### src/rtl/cdiv_seq.sv
// Sequential complex divider q = a / b: one multiply cycle, then two bit-serial
// restoring dividers (real and imaginary) that share the divisor den = |b|^2.
module cdiv_seq #(
    parameter int AWIDTH = 4,
    parameter int BWIDTH = 5,
    parameter int QWIDTH = 9,
    parameter int FRAC   = 0
) (
    input  logic                     clk,
    input  logic                     rst,
    input  logic                     in_valid,
    output logic                     in_ready,
    input  logic signed [AWIDTH-1:0] ar,
    input  logic signed [AWIDTH-1:0] ai,
    input  logic signed [BWIDTH-1:0] br,
    input  logic signed [BWIDTH-1:0] bi,
    output logic                     out_valid,
    input  logic                     out_ready,
    output logic signed [QWIDTH-1:0] qr,
    output logic signed [QWIDTH-1:0] qi,
    output logic                     dz,
    output logic                     ovf
);

    localparam int NW = AWIDTH + BWIDTH + 1;                 // numerator width
    localparam int DW = 2 * BWIDTH;                          // denominator width
    localparam int N  = NW + FRAC;                           // quotient bits
    localparam int RW = DW + 1;                              // partial remainder width
    localparam int CW = $clog2(N + 1);
    localparam int LW = ((N > QWIDTH) ? N : QWIDTH) + 1;     // saturation compare width

    typedef enum logic [1:0] {S_IDLE, S_MULT, S_DIV, S_DONE} state_t;

    typedef struct packed {
        logic          q;
        logic [RW-1:0] rem;
    } step_t;

    typedef struct packed {
        logic [QWIDTH-1:0] q;
        logic              ovf;
    } sat_t;

    // One restoring step: shift in a dividend bit, keep the difference if it did not borrow.
    function automatic step_t div_step(input logic [RW-1:0] rem, input logic bit_in,
                                       input logic [DW-1:0] den);
        logic [RW-1:0] shifted;
        logic [RW:0]   trial;
        step_t         s;
        shifted = {rem[RW-2:0], bit_in};
        trial   = {1'b0, shifted} - {2'b00, den};
        s.q     = ~trial[RW];
        s.rem   = trial[RW] ? shifted : trial[RW-1:0];
        return s;
    endfunction

    function automatic sat_t saturate(input logic [N-1:0] mag, input logic neg);
        logic [LW-1:0] mag_w;
        logic [LW-1:0] pos_lim;
        logic [LW-1:0] neg_lim;
        sat_t          s;
        mag_w   = LW'(mag);
        neg_lim = LW'(1) << (QWIDTH - 1);
        pos_lim = neg_lim - LW'(1);
        s.ovf   = 1'b0;
        if (neg) begin
            if (mag_w > neg_lim) begin
                s.q   = {1'b1, {(QWIDTH-1){1'b0}}};
                s.ovf = 1'b1;
            end else begin
                s.q = QWIDTH'(LW'(0) - mag_w);
            end
        end else begin
            if (mag_w > pos_lim) begin
                s.q   = {1'b0, {(QWIDTH-1){1'b1}}};
                s.ovf = 1'b1;
            end else begin
                s.q = QWIDTH'(mag_w);
            end
        end
        return s;
    endfunction

    state_t                    state_q, state_d;
    logic signed [AWIDTH-1:0]  ar_q, ar_d, ai_q, ai_d;
    logic signed [BWIDTH-1:0]  br_q, br_d, bi_q, bi_d;
    logic [DW-1:0]             den_q, den_d;
    logic                      nr_neg_q, nr_neg_d, ni_neg_q, ni_neg_d;
    logic [N-1:0]              nr_sh_q, nr_sh_d, ni_sh_q, ni_sh_d;
    logic [RW-1:0]             rr_q, rr_d, ri_q, ri_d;
    logic [N-1:0]              qr_acc_q, qr_acc_d, qi_acc_q, qi_acc_d;
    logic [CW-1:0]             cnt_q, cnt_d;
    logic [QWIDTH-1:0]         qr_q, qr_d, qi_q, qi_d;
    logic                      dz_q, dz_d, ovf_q, ovf_d;

    logic signed [NW-1:0]      nr_c, ni_c;
    logic [NW-1:0]             nr_mag, ni_mag;
    logic signed [DW-1:0]      br_sq, bi_sq;
    logic [DW-1:0]             den_c;
    step_t                     step_r, step_i;
    logic [N-1:0]              qr_next, qi_next;
    sat_t                      sat_r, sat_i;

    // NOTE: combinational logic uses blocking (=) assignments; only the clocked
    // block below uses non-blocking (<=), so every flop samples settled _d values.
    always_comb begin
        nr_c   = NW'(ar_q) * NW'(br_q) + NW'(ai_q) * NW'(bi_q);
        ni_c   = NW'(ai_q) * NW'(br_q) - NW'(ar_q) * NW'(bi_q);
        nr_mag = nr_c[NW-1] ? (NW'(0) - nr_c) : nr_c;
        ni_mag = ni_c[NW-1] ? (NW'(0) - ni_c) : ni_c;
        br_sq  = DW'(br_q) * DW'(br_q);
        bi_sq  = DW'(bi_q) * DW'(bi_q);
        den_c  = br_sq + bi_sq;

        step_r  = div_step(rr_q, nr_sh_q[N-1], den_q);
        step_i  = div_step(ri_q, ni_sh_q[N-1], den_q);
        qr_next = {qr_acc_q[N-2:0], step_r.q};
        qi_next = {qi_acc_q[N-2:0], step_i.q};
        sat_r   = saturate(qr_next, nr_neg_q);
        sat_i   = saturate(qi_next, ni_neg_q);
    end

    // NOTE: every _d gets its hold value first, so no branch can leave one
    // unassigned and infer a latch.
    always_comb begin
        state_d  = state_q;
        ar_d     = ar_q;
        ai_d     = ai_q;
        br_d     = br_q;
        bi_d     = bi_q;
        den_d    = den_q;
        nr_neg_d = nr_neg_q;
        ni_neg_d = ni_neg_q;
        nr_sh_d  = nr_sh_q;
        ni_sh_d  = ni_sh_q;
        rr_d     = rr_q;
        ri_d     = ri_q;
        qr_acc_d = qr_acc_q;
        qi_acc_d = qi_acc_q;
        cnt_d    = cnt_q;
        qr_d     = qr_q;
        qi_d     = qi_q;
        dz_d     = dz_q;
        ovf_d    = ovf_q;

        case (state_q)
            S_IDLE: begin
                if (in_valid) begin
                    ar_d    = ar;
                    ai_d    = ai;
                    br_d    = br;
                    bi_d    = bi;
                    state_d = S_MULT;
                end
            end
            S_MULT: begin
                den_d    = den_c;
                nr_neg_d = nr_c[NW-1];
                ni_neg_d = ni_c[NW-1];
                nr_sh_d  = N'(nr_mag) << FRAC;
                ni_sh_d  = N'(ni_mag) << FRAC;
                rr_d     = '0;
                ri_d     = '0;
                qr_acc_d = '0;
                qi_acc_d = '0;
                cnt_d    = CW'(N);
                state_d  = S_DIV;
            end
            S_DIV: begin
                // The zero-divisor test uses the registered den, so it resolves on the first DIV cycle.
                if (den_q == '0) begin
                    qr_d    = '0;
                    qi_d    = '0;
                    dz_d    = 1'b1;
                    ovf_d   = 1'b0;
                    state_d = S_DONE;
                end else begin
                    nr_sh_d  = nr_sh_q << 1;
                    ni_sh_d  = ni_sh_q << 1;
                    rr_d     = step_r.rem;
                    ri_d     = step_i.rem;
                    qr_acc_d = qr_next;
                    qi_acc_d = qi_next;
                    cnt_d    = cnt_q - CW'(1);
                    if (cnt_q == CW'(1)) begin
                        qr_d    = sat_r.q;
                        qi_d    = sat_i.q;
                        dz_d    = 1'b0;
                        ovf_d   = sat_r.ovf | sat_i.ovf;
                        state_d = S_DONE;
                    end
                end
            end
            S_DONE: begin
                if (out_ready) state_d = S_IDLE;
            end
            default: state_d = S_IDLE;
        endcase
    end

    always_ff @(posedge clk) begin
        if (rst) begin
            state_q  <= S_IDLE;
            ar_q     <= '0;
            ai_q     <= '0;
            br_q     <= '0;
            bi_q     <= '0;
            den_q    <= '0;
            nr_neg_q <= 1'b0;
            ni_neg_q <= 1'b0;
            nr_sh_q  <= '0;
            ni_sh_q  <= '0;
            rr_q     <= '0;
            ri_q     <= '0;
            qr_acc_q <= '0;
            qi_acc_q <= '0;
            cnt_q    <= '0;
            qr_q     <= '0;
            qi_q     <= '0;
            dz_q     <= 1'b0;
            ovf_q    <= 1'b0;
        end else begin
            state_q  <= state_d;
            ar_q     <= ar_d;
            ai_q     <= ai_d;
            br_q     <= br_d;
            bi_q     <= bi_d;
            den_q    <= den_d;
            nr_neg_q <= nr_neg_d;
            ni_neg_q <= ni_neg_d;
            nr_sh_q  <= nr_sh_d;
            ni_sh_q  <= ni_sh_d;
            rr_q     <= rr_d;
            ri_q     <= ri_d;
            qr_acc_q <= qr_acc_d;
            qi_acc_q <= qi_acc_d;
            cnt_q    <= cnt_d;
            qr_q     <= qr_d;
            qi_q     <= qi_d;
            dz_q     <= dz_d;
            ovf_q    <= ovf_d;
        end
    end

    assign in_ready  = (state_q == S_IDLE);
    assign out_valid = (state_q == S_DONE);
    assign qr        = qr_q;
    assign qi        = qi_q;
    assign dz        = dz_q;
    assign ovf       = ovf_q;

endmodule
### config.mk
export PLATFORM = sky130hd
export DESIGN_NAME = cdiv_seq
export DESIGN_NICKNAME = d
export VERILOG_FILES = /design/src/rtl/cdiv_seq.sv
export SDC_FILE = /design/constraint.sdc
export NUM_CORES = 1
export LEC_CHECK = 0
export ABC_AREA = 1
export BUFFER_PORTS_ARGS = -buffer_cell sky130_fd_sc_hd__buf_4
export CAP_MARGIN = 25
export CORE_UTILIZATION = 45
export CTS_CLUSTER_DIAMETER = 40
export CTS_CLUSTER_SIZE = 10
export DETAILED_ROUTE_END_ITERATION = 10
export SLEW_MARGIN = 10
export SYNTH_ARGS = -nofsm -noshare
export SYNTH_HDL_FRONTEND = slang
export SYNTH_SLANG_ARGS = --single-unit
### constraint.sdc
create_clock -name clk -period 4.9 [get_ports clk]
set_input_delay 0.245 -clock clk [delete_from_list [all_inputs] [get_ports clk]]
set_output_delay 0.245 -clock clk [all_outputs]
set_load 0.05 [all_outputs]
# --- Yosys cells after proc, flatten, opt, wreduce, memory -nomap -nowiden ---
# Cells that the tools add are included.
op_classes:
  multipliers: 6
  bitwise_logic: 3
  add_sub_neg: 10
  muxes: 41
  n_eq_ne: 8
  n_reduce_logical: 8
  magnitude_cmp: 4
op_table:
  columns: ["operator", "count"]
  rows:
  - ["$mux W10", 10]
  - ["$mux W9", 10]
  - ["$pmux W10 S2", 4]
  - ["$mul A4 B5 Y9", 4]
  - ["$pmux W9 S2", 2]
  - ["$sub A11 B10 Y12", 2]
  - ["$gt A10 B8 Y1 const B", 2]
  - ["$gt A10 B9 Y1 const B", 2]
  - ["$mul A5 B5 Y10", 2]
  - ["$sub A1 B10 Y10 const A", 2]
  - ["$sub A1 B9 Y9 const A", 2]
  - ["$add A10 B10 Y10", 1]
  - ["$add A9 B9 Y10", 1]
  - ["$logic_not A10 Y1", 1]
  - ["$sub A9 B9 Y10", 1]
  - ["$mux W1", 8]
  - ["$mux W2", 4]
  - ["$pmux W2 S4", 1]
  - ["$pmux W4 S2", 1]
  - ["$reduce_and A2 Y1", 3]
  - ["$eq A2 B2 Y1 const B", 2]
  - ["$eq A4 B1 Y1 const B", 1]
  - ["$mux W4", 1]
  - ["$ne A2 B2 Y1 const B", 2]
  - ["other kinds (9)", 11]
word_totals:
  register_bits: 114
  wordCells: 99
  in_bits: 22
  output_inout_bits: 22

# --- Longest topological paths before layout ---
# Gate-level depths: netlist of run 1.
logic_depth:
  word_depth: 8
  depth_mapped: 26
  mapped_depth_nobuf: 25

# --- Worst setup path after synthesis of run 1 ---
# Ideal clock, no wire load.
synth_timing:
  path_type: "register to register"
  start: "reg bi_q[4]"
  end: "reg den_q[9]"
  path_buffers: 1
  period_less_slack_ns: 4.867
  stages_incl_launch_ff: 22
  path_slack_ns: 0.033
  t_arrival_ns: 4.758
  path_cell_list: "dfxtp_1 > clkbuf_1 > nand2_1 > fa_1 > fa_1 > inv_1 > fa_1 > inv_1 > fa_1 > inv_1 > fa_1 > fa_1 > nand3_1 > nand2_1 > a21oi_1 > inv_1 > a21oi_1 > inv_1 > nand3_1 > nand3_1 > nand2_1 > inv_1"
synth_between:
  elab_chain_cells: 2
synth_rtl:
  columns: ["element", "line", "rtl"]
  rows:
  - ["from (decl)", "86", "logic signed [BWIDTH-1:0] br_q, br_d, bi_q, bi_d;"]
  - ["from (signal assigned)", "227", "bi_q <= bi_d;"]
  - ["$mul A5 B5 Y10", "112", "bi_sq = DW'(bi_q) * DW'(bi_q);"]
  - ["$add A10 B10 Y10", "113", "den_c = br_sq + bi_sq;"]
  - ["to (signal assigned)", "228", "den_q <= den_d;"]
  - ["to (decl)", "87", "logic [DW-1:0] den_q, den_d;"]
# No other way between the ends.
# A chain may end at the register's enable or synchronous reset.

# --- Final worst setup path of run 1 ---
layout_timing:
  start: "reg bi_q[4]"
  end: "reg ni_sh_q[3]"
layout_between:
  elab_chain_cells: 4
layout_rtl:
  columns: ["element", "line", "rtl"]
  rows:
  - ["$mul A4 B5 Y9", "108", "ni_c = NW'(ai_q) * NW'(br_q) - NW'(ar_q) * NW'(bi_q);"]
  - ["$sub A9 B9 Y10", "108", null]
  - ["$mux W10", "110", "ni_mag = ni_c[NW-1] ? (NW'(0) - ni_c) : ni_c;"]
  - ["$pmux W10 S2", "146", "case (state_q)"]
  - ["to (signal assigned)", "232", "ni_sh_q <= ni_sh_d;"]
  - ["to (decl)", "89", "logic [N-1:0] nr_sh_q, nr_sh_d, ni_sh_q, ni_sh_d;"]
# No other way between the ends.

==> results.py, run 1 <==
metrics = {
    "outcome": {
        "status": "complete, no violations",
    },
    "clock_tree": {
        "cts_root_buf": "sky130_fd_sc_hd__clkbuf_16",
        "cts_tree": "yes",
        "path_clk_slew_ns": 0.06,
        "cts_max_path_buffers": 2,
        "hold_buffers": 0,
        "cts_sinks": 114,
        "htree_levels": 4,
        "cts_inserted_buffers": 17,
        "worstSkewPairLatency_ns": 0.43,
    },
    "synthesis": {
        "yosys.area_share.simple_pct": 23.4,
        "async_flop_share_pct": 0,
        "synth-compound-area-share_pct": 12.2,
        "yosysSeqAreaShare_pct": 19.1,
        "synthesized_nets": 1914,
        "main_combinational_cell_family_by_area_after_synthesis": "adder cells",
        "synth.mux.area_fraction_pct": 0,
        "netlist_instances": 1677,
        "yosysWarningCount": 0,
        "yosys_most_used_dff": "sky130_fd_sc_hd__dfxtp_1",
        "parity_gate_share_of_the_synthesized_area_counting_xor_and_xnor_cells_pct": 3.21,
        "syn-cell-area_um2": 12000,
        "syn_avg_cell_area_um2": 7.13,
        "yosys.area_share.adder_pct": 29.4,
        "ys_ff_latch": 114,
        "ys_types": 48,
        "number_of_flops_mapped_to_enable_cells_by_yosys": 0,
    },
    "timing": {
        "grt_setup_unrepaired": "yes",
        "worst_clock_skew_ns": 0.0172,
        "timing.fmax_ghz": 0.211,
        "final_hold_viol_count": 0,
        "setup_viol": 0,
        "finalWorstSetupSlack_ns": 0.154,
        "post-route-min-period_ns": 4.75,
        "fin_crit_sh_pct": 96.9,
        "worst_hold_slack_after_final_layout_ns": 0.0786,
        "worst_slew_margin_rel_pct": 46.4,
        "tightestPinTransition_ns": 0.801,
        "maxSlewViolCount": 0,
    },
    "detailed_routing": {
        "drt-total-wl_mm": 28.9,
        "ant_nets": 0,
        "via_count": 10400,
        "detail_route.first_pass.iterations": 5,
        "drcViolationCount": 0,
        "detail_route.wl_per_cell_um": 13.9,
        "drt_iter0_markers": 578,
        "avgViaCountPerCell": 5.01,
    },
    "worst_hold_path": {
        "whs_path_depth": 3,
        "min-delay-path-class": "in -> reg",
        "worst_case_hold_path_end_point": "ar_q[2]",
        "worst_hold_startpoint": "ar[2]",
    },
    "setup_path": {
        "reg2reg_from": "bi_q[4]",
        "critical_path.startpoint_type": "flop",
        "endpoint_kind": "flop",
        "setup_slack_reg_to_reg_ns": 0.15,
        "reg2regPathDepth": 18,
        "timing_worst_setup_path_type": "reg -> reg",
        "worstPathRequired_ns": 5.21,
        "crit_arrival_ns": 5.05,
        "critical_path.reg2reg.endpoint": "ni_sh_q[3]",
        "worst-path-max-fanout": 8,
    },
    "global_routing": {
        "maximum_number_of_pins_on_one_net_before_global_route_repair": 74,
        "groute.usage.overall_pct": 22.6,
        "wire_length_of_the_first_global_routing_pass_mm": 48.6,
        "global_route.overflow_total": 0,
        "grt_pass1_vias": 10100,
        "antenna_found_initial": 0,
    },
    "cells_and_area": {
        "layout_commonest_cell": "sky130_fd_sc_hd__nand2_1",
        "commonest_cells_after_routing_fill_and_taps_aside": "sky130_fd_sc_hd__nand2_1 (379), sky130_fd_sc_hd__inv_1 (327), sky130_fd_sc_hd__a21oi_1 (140), sky130_fd_sc_hd__nor2_1 (109), sky130_fd_sc_hd__fa_1 (109)",
        "ant_diodes": 0,
        "drive_gt1_share_pct": 11.9,
        "finish.net_count": 1966,
        "syn2layout_area_growth_pct": 13.6,
        "final_cells": 2077,
        "final_util_pct": 52.1,
    },
    "placed_design": {
        "dpl.cell_count": 2040,
        "place_congestion": 0.840,
        "dp.final_hpwl_mm": 22.1,
        "placement.setup.worst_slack_ns": 0.0577,
        "port-buffer-count": 43,
    },
    "floorplanning": {
        "core-area_um2": 26100,
        "design.portCount": 44,
        "placementRows": 59,
        "die_area_um2": 27200,
        "initial_core_util_pct": 45.9,
        "die_w_um": 165,
        "dieHeight_um": 165,
    },
    "run": {
        "count_of_max_cap_constraint_violations": 0,
    },
}
## per-stage QoR
stage                     area, um^2  setup TNS (ns)
after global placement         12800               0
after detailed placement       12800               0
after floorplan                12000               0
final                          13600               0
after CTS                      13400               0
after global routing           13600          -0.674
## registers in the layout, indices dropped and copies added (netlist names), 2 cells and up
name      cells
ni_sh_q      10
bi_q          5
nr_sh_q      10
den_q        10
rr_q         10
ai_q          4
qr_acc_q      9
cnt_q         4
ri_q         10
qi_acc_q      9
qr            9
qi            9
state_q       2
br_q          5
ar_q          4
## synth_stat cells (all sizes together) (2+ instances only)
library cell | count | area, um^2
o21ai | 92 | 472
clkbuf | 43 | 161
o211ai | 10 | 80.1
nand4 | 18 | 113
ha | 105 | 1310
or2 | 8 | 50.1
buf | 13 | 97.6
nand2 | 389 | 1480
xnor2 | 17 | 156
nor3 | 12 | 65.1
o2111ai | 2 | 17.5
xor2 | 26 | 228
nand3b | 3 | 22.5
dfxtp | 114 | 2280
nor2 | 118 | 473
nand3 | 94 | 561
nor4 | 2 | 18.8
fa | 110 | 2200
o21bai | 5 | 37.5
a31oi | 3 | 18.8
clkinv | 2 | 7.51
inv | 334 | 1260
a21oi | 151 | 790
## routing by layer
layer	wire (um)	global-route usage (%)
met5	0	0
met2	14100	38.7
met1	13600	29.8
met3	895	3.54
met4	345	4.96
## final cells by class
cell class | instances | area [um^2]
timing repair buffer | 86 | 674
fill | 2618 | 12500
clock inverter | 15 | 195
clock buffer | 17 | 425
multi-input combinational | 1174 | 8290
inverter | 336 | 1270
tap | 335 | 419
sequential | 114 | 2300
## worst max-delay path by stage
stage                       start          to  slack, ns  depth (start not counted)
after floorplan           bi_q[4]    den_q[9]       0.03                         21
after global placement    br_q[4]  ni_sh_q[4]       0.12                         19
after detailed placement  ai_q[0]  nr_sh_q[5]       0.06                         21
after CTS                 br_q[4]  ni_sh_q[2]       0.03                         18
after global routing      bi_q[4]  ni_sh_q[3]       -0.1                         18
final                     bi_q[4]  ni_sh_q[3]       0.15                         18
## cells by family after synthesis
kind of cell / Yosys count
flip-flops: 114
adder cells (fa/ha/maj): 215
AO/OA/AOI/OAI: 268
XOR/XNOR: 43
buffers and inverters: 392
AND/OR/NAND/NOR: 645
## worst max-delay path, cell delays in order, from the launching register on
cell and delay [ns]:
sky130_fd_sc_hd__dfxtp_4 0.38, sky130_fd_sc_hd__buf_4 0.16, sky130_fd_sc_hd__nand2_1 0.10, sky130_fd_sc_hd__fa_1 0.47, sky130_fd_sc_hd__fa_1 0.60, sky130_fd_sc_hd__inv_1 0.07
sky130_fd_sc_hd__fa_1 0.50, sky130_fd_sc_hd__inv_1 0.05, sky130_fd_sc_hd__fa_1 0.47, sky130_fd_sc_hd__ha_1 0.31, sky130_fd_sc_hd__ha_1 0.34, sky130_fd_sc_hd__a21oi_1 0.17
sky130_fd_sc_hd__o21ai_0 0.13, sky130_fd_sc_hd__a21oi_1 0.23, sky130_fd_sc_hd__nand3_4 0.20, sky130_fd_sc_hd__nand2_4 0.20, sky130_fd_sc_hd__nand3_2 0.09, sky130_fd_sc_hd__nand3_2 0.10
sky130_fd_sc_hd__a21oi_2 0.05
## repair_timing
action,CTS,global route
resized for setup,0,38
setup buffers,0,2
endpoints found under the hold margin,0,0
setup endpoints to repair,0,22
Power of run 1 is not shown: default switching activity piles up to over one toggle a cycle in this logic, so the estimate is an artifact.
==> inputs of run 2 (changes only) <==
RECOVER_POWER = 25   (was default)
==> run 2 against run 1 <==
  * Worst setup slack is essentially flat
  * Non-clock buffer count stayed put
  * Critical endpoint unchanged
  * Flip-flop and latch count unchanged
  * Critical path type unchanged
==> results.py, run 2 (synthesis gave the netlist of run 1 again) <==
metrics = {
    "detailed_routing": {
        "detail_route.first_pass.iterations": 6,
        "detail_route.wl_per_cell_um": 13.9,
        "ant_nets": 0,
        "avgViaCountPerCell": 5.02,
        "via_count": 10400,
        "drt_iter0_markers": 577,
        "drcViolationCount": 0,
        "drt-total-wl_mm": 28.9,
    },
    "global_routing": {
        "antenna_found_initial": 0,
        "groute.usage.overall_pct": 22.6,
        "wire_length_of_the_first_global_routing_pass_mm": 48.6,
        "maximum_number_of_pins_on_one_net_before_global_route_repair": 74,
        "global_route.overflow_total": 0,
        "grt_pass1_vias": 10100,
    },
    "clock_tree": {
        "worstSkewPairLatency_ns": 0.43,
        "htree_levels": 4,
        "cts_tree": "yes",
        "cts_max_path_buffers": 2,
        "path_clk_slew_ns": 0.06,
        "hold_buffers": 0,
        "cts_root_buf": "sky130_fd_sc_hd__clkbuf_16",
        "cts_sinks": 114,
        "cts_inserted_buffers": 17,
    },
    "floorplanning": {
        "initial_core_util_pct": 45.9,
        "design.portCount": 44,
        "core-area_um2": 26100,
        "die_w_um": 165,
        "dieHeight_um": 165,
        "placementRows": 59,
        "die_area_um2": 27200,
    },
    "worst_hold_path": {
        "worst_case_hold_path_end_point": "ar_q[2]",
        "worst_hold_startpoint": "ar[2]",
        "min-delay-path-class": "in -> reg",
        "whs_path_depth": 3,
    },
    "setup_path": {
        "critical_path.reg2reg.endpoint": "ni_sh_q[3]",
        "setup_slack_reg_to_reg_ns": 0.15,
        "reg2reg_from": "bi_q[4]",
        "worst-path-max-fanout": 8,
        "reg2regPathDepth": 18,
        "endpoint_kind": "flop",
        "timing_worst_setup_path_type": "reg -> reg",
        "crit_arrival_ns": 5.05,
        "startpoint": "bi_q[4]",
        "worstPathRequired_ns": 5.21,
        "critical_path.startpoint_type": "flop",
    },
    "timing": {
        "setup_viol": 0,
        "timing.fmax_ghz": 0.211,
        "maxSlewViolCount": 0,
        "worst_clock_skew_ns": 0.0173,
        "grt_setup_unrepaired": "yes",
        "worst_slew_margin_rel_pct": 24.9,
        "fin_crit_sh_pct": 96.9,
        "tightestPinTransition_ns": 1.13,
        "post-route-min-period_ns": 4.75,
        "finalWorstSetupSlack_ns": 0.154,
        "final_hold_viol_count": 0,
    },
    "placed_design": {
        "placement.setup.worst_slack_ns": 0.0577,
        "place_congestion": 0.840,
        "port-buffer-count": 43,
        "dp.final_hpwl_mm": 22.1,
        "dpl.cell_count": 2040,
    },
    "cells_and_area": {
        "syn2layout_area_growth_pct": 12.9,
        "commonest_cells_after_routing_fill_and_taps_aside": "sky130_fd_sc_hd__nand2_1 (379), sky130_fd_sc_hd__inv_1 (327), sky130_fd_sc_hd__a21oi_1 (140), sky130_fd_sc_hd__nor2_1 (109), sky130_fd_sc_hd__fa_1 (109)",
        "layout_commonest_cell": "sky130_fd_sc_hd__nand2_1",
        "final_cells": 2077,
        "fillers": 2632,
        "ant_diodes": 0,
        "drive_gt1_share_pct": 10.6,
        "finish.net_count": 1966,
        "final_util_pct": 51.8,
    },
    "run": {
        "count_of_max_cap_constraint_violations": 0,
    },
    "outcome": {
        "status": "complete, no violations",
    },
}
## run 2: worst max path at each step
stage	end
floorplan	den_q[9]
global placement	ni_sh_q[4]
detailed placement	nr_sh_q[5]
CTS	ni_sh_q[2]
global route	ni_sh_q[3]
finish	ni_sh_q[3]
## run 2: repair_timing
action,in CTS,in global routing
gates resized for setup,0,38
buffers inserted,0,2
setup endpoints to repair,0,22
## run 2: layout make-up
class                   instances  area, um^2  area share (%)
inverters                     336        1270            9.41
repair buffers                 86         588            4.36
multi-input cells            1174        8290            61.5
clock buffers                  17         425            3.15
clock inverters                15         195            1.45
flip-flops and latches        114        2300            17.1
well taps                     335         419            3.11
## run 2: metrics by stage
step | hold slack, ns | area (um^2) | TNS [ns]
final | 0.0786 | 13500 | 0
after floorplan | 0.412 | 12000 | 0
after detailed placement | 0.454 | 12800 | 0
after global routing | 0.0918 | 13500 | -0.674
after CTS | 0.0725 | 13400 | 0
after global placement | 0.448 | 12800 | 0
## run 2: critical path, cell delays in order (launching register included)
cell and delay, ns:
sky130_fd_sc_hd__dfxtp_4 0.38, sky130_fd_sc_hd__buf_4 0.16, sky130_fd_sc_hd__nand2_1 0.10, sky130_fd_sc_hd__fa_1 0.47, sky130_fd_sc_hd__fa_1 0.60, sky130_fd_sc_hd__inv_1 0.07
sky130_fd_sc_hd__fa_1 0.50, sky130_fd_sc_hd__inv_1 0.05, sky130_fd_sc_hd__fa_1 0.47, sky130_fd_sc_hd__ha_1 0.31, sky130_fd_sc_hd__ha_1 0.34, sky130_fd_sc_hd__a21oi_1 0.17
sky130_fd_sc_hd__o21ai_0 0.13, sky130_fd_sc_hd__a21oi_1 0.23, sky130_fd_sc_hd__nand3_4 0.20, sky130_fd_sc_hd__nand2_4 0.20, sky130_fd_sc_hd__nand3_2 0.09, sky130_fd_sc_hd__nand3_2 0.10
sky130_fd_sc_hd__a21oi_2 0.05
## run 2: metal layers
metal  GRT usage (%)  routed length, um
met2            38.7              14100
met3            3.54                969
met5               0                  0
met4            4.96                344
met1            29.8              13500
Power of run 2 is left out for the same reason.
